`config.mk`:
```
export PLATFORM = sky130hd
export DESIGN_NAME = craft_cipher_core
export DESIGN_NICKNAME = d
export VERILOG_FILES = /design/src/rtl/craft_pkg.sv /design/src/rtl/craft_round_unit.sv /design/src/rtl/craft_cipher_core.sv
export SDC_FILE = /design/constraint.sdc
export NUM_CORES = 1
export LEC_CHECK = 0
export ABC_AREA = 1
export BUFFER_PORTS_ARGS = -buffer_cell sky130_fd_sc_hd__buf_2
export CORE_ASPECT_RATIO = 2
export CORE_MARGIN = 2
export CORE_UTILIZATION = 30
export CTS_BUF_LIST = sky130_fd_sc_hd__clkbuf_8
export DETAILED_ROUTE_END_ITERATION = 8
export PLACE_DENSITY_LB_ADDON = 0.15
export SYNTH_ARGS = -nofsm -noshare
export SYNTH_HDL_FRONTEND = slang
export SYNTH_SLANG_ARGS = --single-unit
```
`constraint.sdc`:
```
create_clock -name clk -period 2.47 [get_ports clk]
set_input_delay 0.741 -clock clk [delete_from_list [all_inputs] [get_ports clk]]
set_output_delay 0.741 -clock clk [all_outputs]
set_load 0.02 [all_outputs]
```
`src/rtl/craft_pkg.sv`:
```
// Shared definitions for the CRAFT tweakable block cipher core.
// Holds the FSM state type, the nibble-level lookup tables (S-box,
// PermuteNibbles and its inverse, tweak permutation Q, round constants)
// and the combinational layer helpers used by the round unit and the top.
// Nibble i of a 64-bit word is bits [63-4i -: 4] (nibble 0 is the MSB).
package craft_pkg;

    typedef enum logic [1:0] {
        ST_IDLE = 2'b00,
        ST_RUN  = 2'b01,
        ST_DONE = 2'b10
    } craft_state_t;

    localparam int MAX_ROUNDS = 32;

    localparam logic [3:0] SBOX [16] = '{
        4'hc, 4'ha, 4'hd, 4'h3, 4'he, 4'hb, 4'hf, 4'h7,
        4'h8, 4'h9, 4'h1, 4'h5, 4'h0, 4'h2, 4'h4, 4'h6
    };

    // Destination nibble for source nibble i.
    localparam int PN_IDX [16] = '{15, 12, 13, 14, 10, 9, 8, 11, 6, 5, 4, 7, 1, 2, 3, 0};
    // The CRAFT nibble permutation is an involution, so its inverse has the same entries.
    localparam int PN_INV_IDX [16] = '{15, 12, 13, 14, 10, 9, 8, 11, 6, 5, 4, 7, 1, 2, 3, 0};

    // Output nibble i of Q(T) takes tweak nibble Q_IDX[i].
    localparam int Q_IDX [16] = '{12, 10, 15, 5, 14, 8, 9, 2, 11, 3, 7, 4, 6, 0, 1, 13};

    // {a[3:0], 1'b0, b[2:0]}: 4-bit LFSR value for nibble 4, 3-bit LFSR value for nibble 5.
    localparam logic [7:0] RC_TABLE [MAX_ROUNDS] = '{
        8'h11, 8'h84, 8'h42, 8'h25, 8'h96, 8'hc7, 8'h63, 8'hb1,
        8'h54, 8'ha2, 8'hd5, 8'he6, 8'hf7, 8'h73, 8'h31, 8'h14,
        8'h82, 8'h45, 8'h26, 8'h97, 8'hc3, 8'h61, 8'hb4, 8'h52,
        8'ha5, 8'hd6, 8'he7, 8'hf3, 8'h71, 8'h34, 8'h12, 8'h85
    };

    function automatic logic [63:0] sbox_layer(input logic [63:0] x);
        logic [63:0] y;
        y = 64'h0;
        for (int i = 0; i < 16; i++) begin
            y[4*i +: 4] = SBOX[x[4*i +: 4]];
        end
        return y;
    endfunction

    function automatic logic [63:0] pn_layer(input logic [63:0] x);
        logic [63:0] y;
        y = 64'h0;
        for (int i = 0; i < 16; i++) begin
            y[63-4*PN_IDX[i] -: 4] = x[63-4*i -: 4];
        end
        return y;
    endfunction

    function automatic logic [63:0] pn_inv_layer(input logic [63:0] x);
        logic [63:0] y;
        y = 64'h0;
        for (int i = 0; i < 16; i++) begin
            y[63-4*PN_INV_IDX[i] -: 4] = x[63-4*i -: 4];
        end
        return y;
    endfunction

    function automatic logic [63:0] q_perm(input logic [63:0] t);
        logic [63:0] y;
        y = 64'h0;
        for (int i = 0; i < 16; i++) begin
            y[63-4*i -: 4] = t[63-4*Q_IDX[i] -: 4];
        end
        return y;
    endfunction

    // Column-wise MixColumn on the 4x4 nibble matrix; rows are 16-bit slices,
    // so the per-column XORs collapse into row XORs. The matrix is involutory.
    function automatic logic [63:0] mc_layer(input logic [63:0] x);
        return {x[63:48] ^ x[31:16] ^ x[15:0], x[47:32] ^ x[15:0], x[31:16], x[15:0]};
    endfunction

    // Places a round constant on nibbles 4 and 5.
    function automatic logic [63:0] rc_mask(input logic [7:0] rc);
        return {16'h0000, rc, 40'h00_0000_0000};
    endfunction

endpackage

```
`src/rtl/craft_round_unit.sv`:
```
// One combinational CRAFT round, forward or inverse.
// Ports: blk (state in), tk (round tweakey), rc (packed round constant),
//        decrypt (1 = inverse round), last (round index ROUNDS-1: no
//        PermuteNibbles / S-box), result (state out).
module craft_round_unit
    import craft_pkg::*;
(
    input  logic [63:0] blk,
    input  logic [63:0] tk,
    input  logic [7:0]  rc,
    input  logic        decrypt,
    input  logic        last,
    output logic [63:0] result
);

    logic [63:0] rk_s;
    logic [63:0] pre_s;
    logic [63:0] mix_s;

    // Forward: MC, AddConstant, AddTweakey, then PN and S-box unless last.
    // Inverse undoes those steps in reverse order; every layer is an involution.
    always_comb begin
        rk_s   = tk ^ rc_mask(rc);
        pre_s  = 64'h0;
        mix_s  = 64'h0;
        result = 64'h0;
        if (decrypt) begin
            if (last) begin
                pre_s = blk;
            end else begin
                pre_s = pn_inv_layer(sbox_layer(blk));
            end
            result = mc_layer(pre_s ^ rk_s);
        end else begin
            mix_s = mc_layer(blk) ^ rk_s;
            if (last) begin
                result = mix_s;
            end else begin
                result = sbox_layer(pn_layer(mix_s));
            end
        end
    end

endmodule

```
`src/rtl/craft_cipher_core.sv`:
```
// Iterative CRAFT encrypt/decrypt core with UNROLL rounds per clock.
// Ports: clk, rst (sync, active-high); request side in_valid/in_ready with
//        in_decrypt, in_block, in_tweak, in_key (K0 = [127:64], K1 = [63:0]);
//        result side out_valid/out_ready with out_block.
// One request at a time: IDLE accepts, RUN iterates, DONE holds the result.
module craft_cipher_core
    import craft_pkg::*;
#(
    parameter int ROUNDS = 32,
    parameter int UNROLL = 1
) (
    input  logic         clk,
    input  logic         rst,
    input  logic         in_valid,
    output logic         in_ready,
    input  logic         in_decrypt,
    input  logic [63:0]  in_block,
    input  logic [63:0]  in_tweak,
    input  logic [127:0] in_key,
    output logic         out_valid,
    input  logic         out_ready,
    output logic [63:0]  out_block
);

    localparam int CW = $clog2(ROUNDS) + 1;
    localparam logic [CW-1:0] LAST_IDX = CW'(ROUNDS - 1);
    localparam logic [CW-1:0] STEP     = CW'(UNROLL);
    localparam logic [CW-1:0] END_CNT  = CW'(ROUNDS);
    localparam bit UNROLL_OK = (UNROLL == 1) || (UNROLL == 2) || (UNROLL == 4);
    localparam bit PARAMS_OK = UNROLL_OK && (ROUNDS >= 2) && (ROUNDS <= MAX_ROUNDS) &&
                               ((ROUNDS % (UNROLL_OK ? UNROLL : 1)) == 0);

    if (!PARAMS_OK) begin : g_bad_params
        $error("craft_cipher_core: ROUNDS must be 2..32 and divisible by UNROLL in {1,2,4}");
    end

    craft_state_t  state_r, state_n;
    logic [CW-1:0] cnt_r, cnt_n_s;
    logic [63:0]   blk_r, tweak_r;
    logic [127:0]  key_r;
    logic          decrypt_r;
    logic          in_ready_r, out_valid_r;
    logic [63:0]   out_block_r;
    logic          accept_s, step_s, finish_s;
    logic [63:0]   tk_s [4];
    logic [63:0]   chain_s [UNROLL+1];

    assign tk_s[0] = key_r[127:64] ^ tweak_r;
    assign tk_s[1] = key_r[63:0]   ^ tweak_r;
    assign tk_s[2] = key_r[127:64] ^ q_perm(tweak_r);
    assign tk_s[3] = key_r[63:0]   ^ q_perm(tweak_r);

    assign chain_s[0] = blk_r;

    // Round u of this clock handles index cnt+u (encrypt) or ROUNDS-1-(cnt+u) (decrypt).
    for (genvar u = 0; u < UNROLL; u++) begin : g_round
        logic [CW-1:0] pos_s;
        logic [CW-1:0] idx_s;
        logic [4:0]    rc_sel_s;
        assign pos_s    = cnt_r + CW'(u);
        assign idx_s    = decrypt_r ? (LAST_IDX - pos_s) : pos_s;
        assign rc_sel_s = 5'(idx_s);
        craft_round_unit u_round (
            .blk     (chain_s[u]),
            .tk      (tk_s[idx_s[1:0]]),
            .rc      (RC_TABLE[rc_sel_s]),
            .decrypt (decrypt_r),
            .last    (idx_s == LAST_IDX),
            .result  (chain_s[u+1])
        );
    end

    // Next-state and datapath-control decode.
    always_comb begin
        state_n  = state_r;
        accept_s = 1'b0;
        step_s   = 1'b0;
        finish_s = 1'b0;
        cnt_n_s  = cnt_r + STEP;
        case (state_r)
            ST_IDLE: begin
                if (in_valid) begin
                    accept_s = 1'b1;
                    state_n  = ST_RUN;
                end else begin
                    state_n  = ST_IDLE;
                end
            end
            ST_RUN: begin
                step_s = 1'b1;
                if (cnt_n_s == END_CNT) begin
                    finish_s = 1'b1;
                    state_n  = ST_DONE;
                end else begin
                    state_n  = ST_RUN;
                end
            end
            ST_DONE: begin
                if (out_ready) begin
                    state_n = ST_IDLE;
                end else begin
                    state_n = ST_DONE;
                end
            end
            default: begin
                state_n = ST_IDLE;
            end
        endcase
    end

    // State register and registered handshake flags.
    always_ff @(posedge clk) begin
        if (rst) begin
            state_r     <= ST_IDLE;
            in_ready_r  <= 1'b1;
            out_valid_r <= 1'b0;
        end else begin
            state_r     <= state_n;
            in_ready_r  <= (state_n == ST_IDLE);
            out_valid_r <= (state_n == ST_DONE);
        end
    end

    // Request latch, round state iteration and result register.
    always_ff @(posedge clk) begin
        if (rst) begin
            cnt_r       <= '0;
            blk_r       <= 64'h0;
            tweak_r     <= 64'h0;
            key_r       <= 128'h0;
            decrypt_r   <= 1'b0;
            out_block_r <= 64'h0;
        end else begin
            if (accept_s) begin
                cnt_r     <= '0;
                blk_r     <= in_block;
                tweak_r   <= in_tweak;
                key_r     <= in_key;
                decrypt_r <= in_decrypt;
            end else if (step_s) begin
                cnt_r <= cnt_n_s;
                blk_r <= chain_s[UNROLL];
            end
            if (finish_s) begin
                out_block_r <= chain_s[UNROLL];
            end
        end
    end

    assign in_ready  = in_ready_r;
    assign out_valid = out_valid_r;
    assign out_block = out_block_r;

endmodule

```
==> results.yml <==
sta:
  max-slew-margin-rel: 0.460
  worst_pin_slew_ns: 0.811
  whs_ns: 0.272
  rsz0062_at_grt: "true"
  layout_min_cycle_time_ns: 2.77
  setup_ws_ns: -0.299
  finClkSkew_ns: 0.0560
  hold_viol_final: 0
  tns_ns: -21.70
  fmax_ghz: 0.361
  maxSlewViolCount: 0
  period_share: 1.12
  setup_violations: 127
setup_path:
  cp_common_cell: "buf_8"
  critPathMaxFanout: 7
  crit_chain: "buf_8 -> buf_6 -> xnor2_4 -> nor3_4 -> nand2_8 -> buf_8 -> buf_12 -> buf_8 -> nand2_2 -> o21ai_2 -> xor2_1 -> or2_1 -> buf_6 -> inv_4 -> nand2_2 -> o211ai_1 -> a21oi_1 -> nor2_1"
  critPathLaunchType: "flop"
  endpoint_kind: "flop"
  required_ns: 3.15
  cpMaxStageDelayCell: "dfxtp_4"
  worst_path_largest_cell_delay_ns: 0.38
  cp.arrival_ns: 3.45
  critPathKind: "flop to flop"
clock_network:
  htree_levels: 2
  clk_path_buf_depth: 3
  clk_latency_ns: 0.75
  cts_inserted_buffers: 55
  clk_pin_slew_ns: 0.07
  clock_sinks: 331
  root_buffer: "clkbuf_8"
  cts_tree: "built"
power_and_ir_drop:
  intPower_mw: 16.6
  seqPwrFrac: 0.213
  finalPower_mw: 29.6
  p_sw_mw: 13.0
  pwr-share-clk: 0.190
  p_per_area_mw_per_mm2: 940
  ir_drop_mv: 0.488
  p_leak_nw: 14.8
  switching_share: 0.440
  pwr-share-comb: 0.597
logic_synthesis:
  synth.distinct_cells: 41
  syn_avg_cell_area_um2: 6.46
  ys.flop_type: "dfxtp_1"
  syn_inst: 3295
  synth_edf_count: 0
  syn_nets: 3561
  synthArstFlopShare: 0
  ys_seq_elements: 331
  yosys_warnings: 0
  ys_seq_area_frac: 0.311
  netlist_area_mm2: 0.0213
global_route:
  grt_pass1_wl_um: 148000
  grt_pass1_vias: 23404
  grt_usage: 0.272
  overflow: 0
  grt_max_degree: 95
  antenna_found_initial: 2
routing:
  vias: 23972
  ant_nets: 0
  via_per_inst: 4.87
  routedWlPerCell_um: 20.6
  dr.pass1.iters: 5
  drc_errors: 0
  drtIter0Drc: 1288
  drt_wl_total_um: 102000
die:
  placementRows: 138
  die_h_um: 381
  initial_core_util: 0.302
  die_area_mm2: 0.0732
  core_area_mm2: 0.0704
  die_width_um: 192
  ios: 327
outcome:
  status: "finished with violations"
  violations: "negative setup slack"
placement:
  place_ws_ns: -0.564
  portBuffers: 326
  hpwl_um: 78900
  gp_congestion: 0.934
final_layout:
  drive_above_1_share: 0.333
  nFillCells: 7456
  final_common_cell: "nand2_1"
  areaGrowthSynthToFinish_pct: 47.7
  nets: 4236
  final_cell_mix: "585 x nand2_1, 403 x nor2_1, 397 x buf_4, 352 x o21ai_0, 331 x inv_1"
run:
  maxCapViolations: 0
hold_path:
  hold_path.class: "input port to flop"
-- power groups by stage --
| stage | logic, mW | clock network (mW) | registers [mW] |
|---|---|---|---|
| 6_report | 17.6 | 5.63 | 6.29 |
| 3_3_place_gp | 14.7 | 0 | 6.37 |
| 2_1_floorplan | 7.79 | 0 | 6.17 |
| 5_1_grt | 19.0 | 5.94 | 6.34 |
| 3_5_place_dp | 14.7 | 0 | 6.37 |
| 4_1_cts | 16.6 | 5.81 | 6.27 |
-- sequential cells by signal, indices dropped and copies added (netlist names) --
register and cells:
key_r 128, blk_r 64, out_block 64, tweak_r 64, cnt_r 6, state_r 2
decrypt_r 1, in_ready 1, out_valid 1
-- per-layer routing --
layer  track usage  routed length [um]  part of all wire  vias up
li1              -                   -                 -    11942
met1         0.335               42200              0.42    11198
met2         0.473               49200              0.48      679
met3        0.0289                4510             0.044      151
met4         0.120                5680             0.056        2
met5             0                  16           0.00016        -
-- final cells by class --
| type | count | area, um^2 | area share |
|---|---|---|---|
| clock buffer | 67 | 922 | 0.0293 |
| timing repair buffer | 820 | 6310 | 0.201 |
| inverter | 334 | 1280 | 0.0406 |
| tap | 910 | 1140 | 0.0362 |
| antenna | 2 | 5.00 | 0.000159 |
| sequential | 331 | 6640 | 0.211 |
| clock inverter | 34 | 308 | 0.00979 |
| multi-input combinational | 2428 | 14900 | 0.472 |
-- Yosys cell counts, types with 38 or more instances --
cell	instances	share of area
inv_1	324	0.057
a21oi_1	244	0.057
nand2_1	669	0.12
nand3_1	109	0.026
clkbuf_1	137	0.024
xnor2_2	38	0.029
xnor2_1	87	0.036
xor2_1	122	0.050
nor2_1	414	0.073
o211ai_1	40	0.014
dfxtp_1	331	0.31
o21ai_1	162	0.038
o21ai_0	441	0.10
-- through the flow --
stage / utilization / cell area, um^2 / instances
3_5_place_dp: 0.383 / 27000 / 4758
3_3_place_gp: 0.383 / 27000 / 4758
5_1_grt: 0.446 / 31400 / 4925
4_1_cts: 0.431 / 30300 / 4901
2_1_floorplan: - / 21500 / 3295
6_report: 0.446 / 31400 / 4926
-- cells by family (layout without fill, tap and decap cells) --
family,Yosys count,count (layout),share of synthesized area
xor+xnor,259,259,0.125
simple gates,1225,1226,0.227
other cells,0,2,0
flops,331,331,0.311
buf+inv,537,1255,0.104
fa+ha+maj,5,5,0.00294
compound gates,938,938,0.231
-- worst max-delay path, delay by kind of cell, from the launching register on --
family,cells,cell delay (ns)
XOR/XNOR,2,0.28
flip-flops,1,0.38
AO/OA/AOI/OAI,3,0.35
AND/OR/NAND/NOR,6,0.84
buffers and inverters,7,0.87
-- repair_timing --
item	in CTS	in global routing
hold buffers	0	0
gates cloned	8	2
buffers inserted	40	21
endpoints found under the setup margin	128	128
gates resized for setup	327	209
pin swaps	93	89
-- final timing paths --
check,end,slack (ns),depth (start not counted),from
hold reg to reg,key_r[105],0.45,2,key_r[105]
setup reg to reg,blk_r[53],-0.30,18,decrypt_r
hold / removal,key_r[16],0.27,3,in_key[16]
setup / recovery,blk_r[53],-0.30,18,decrypt_r
Power figures use the tool's default switching activity.
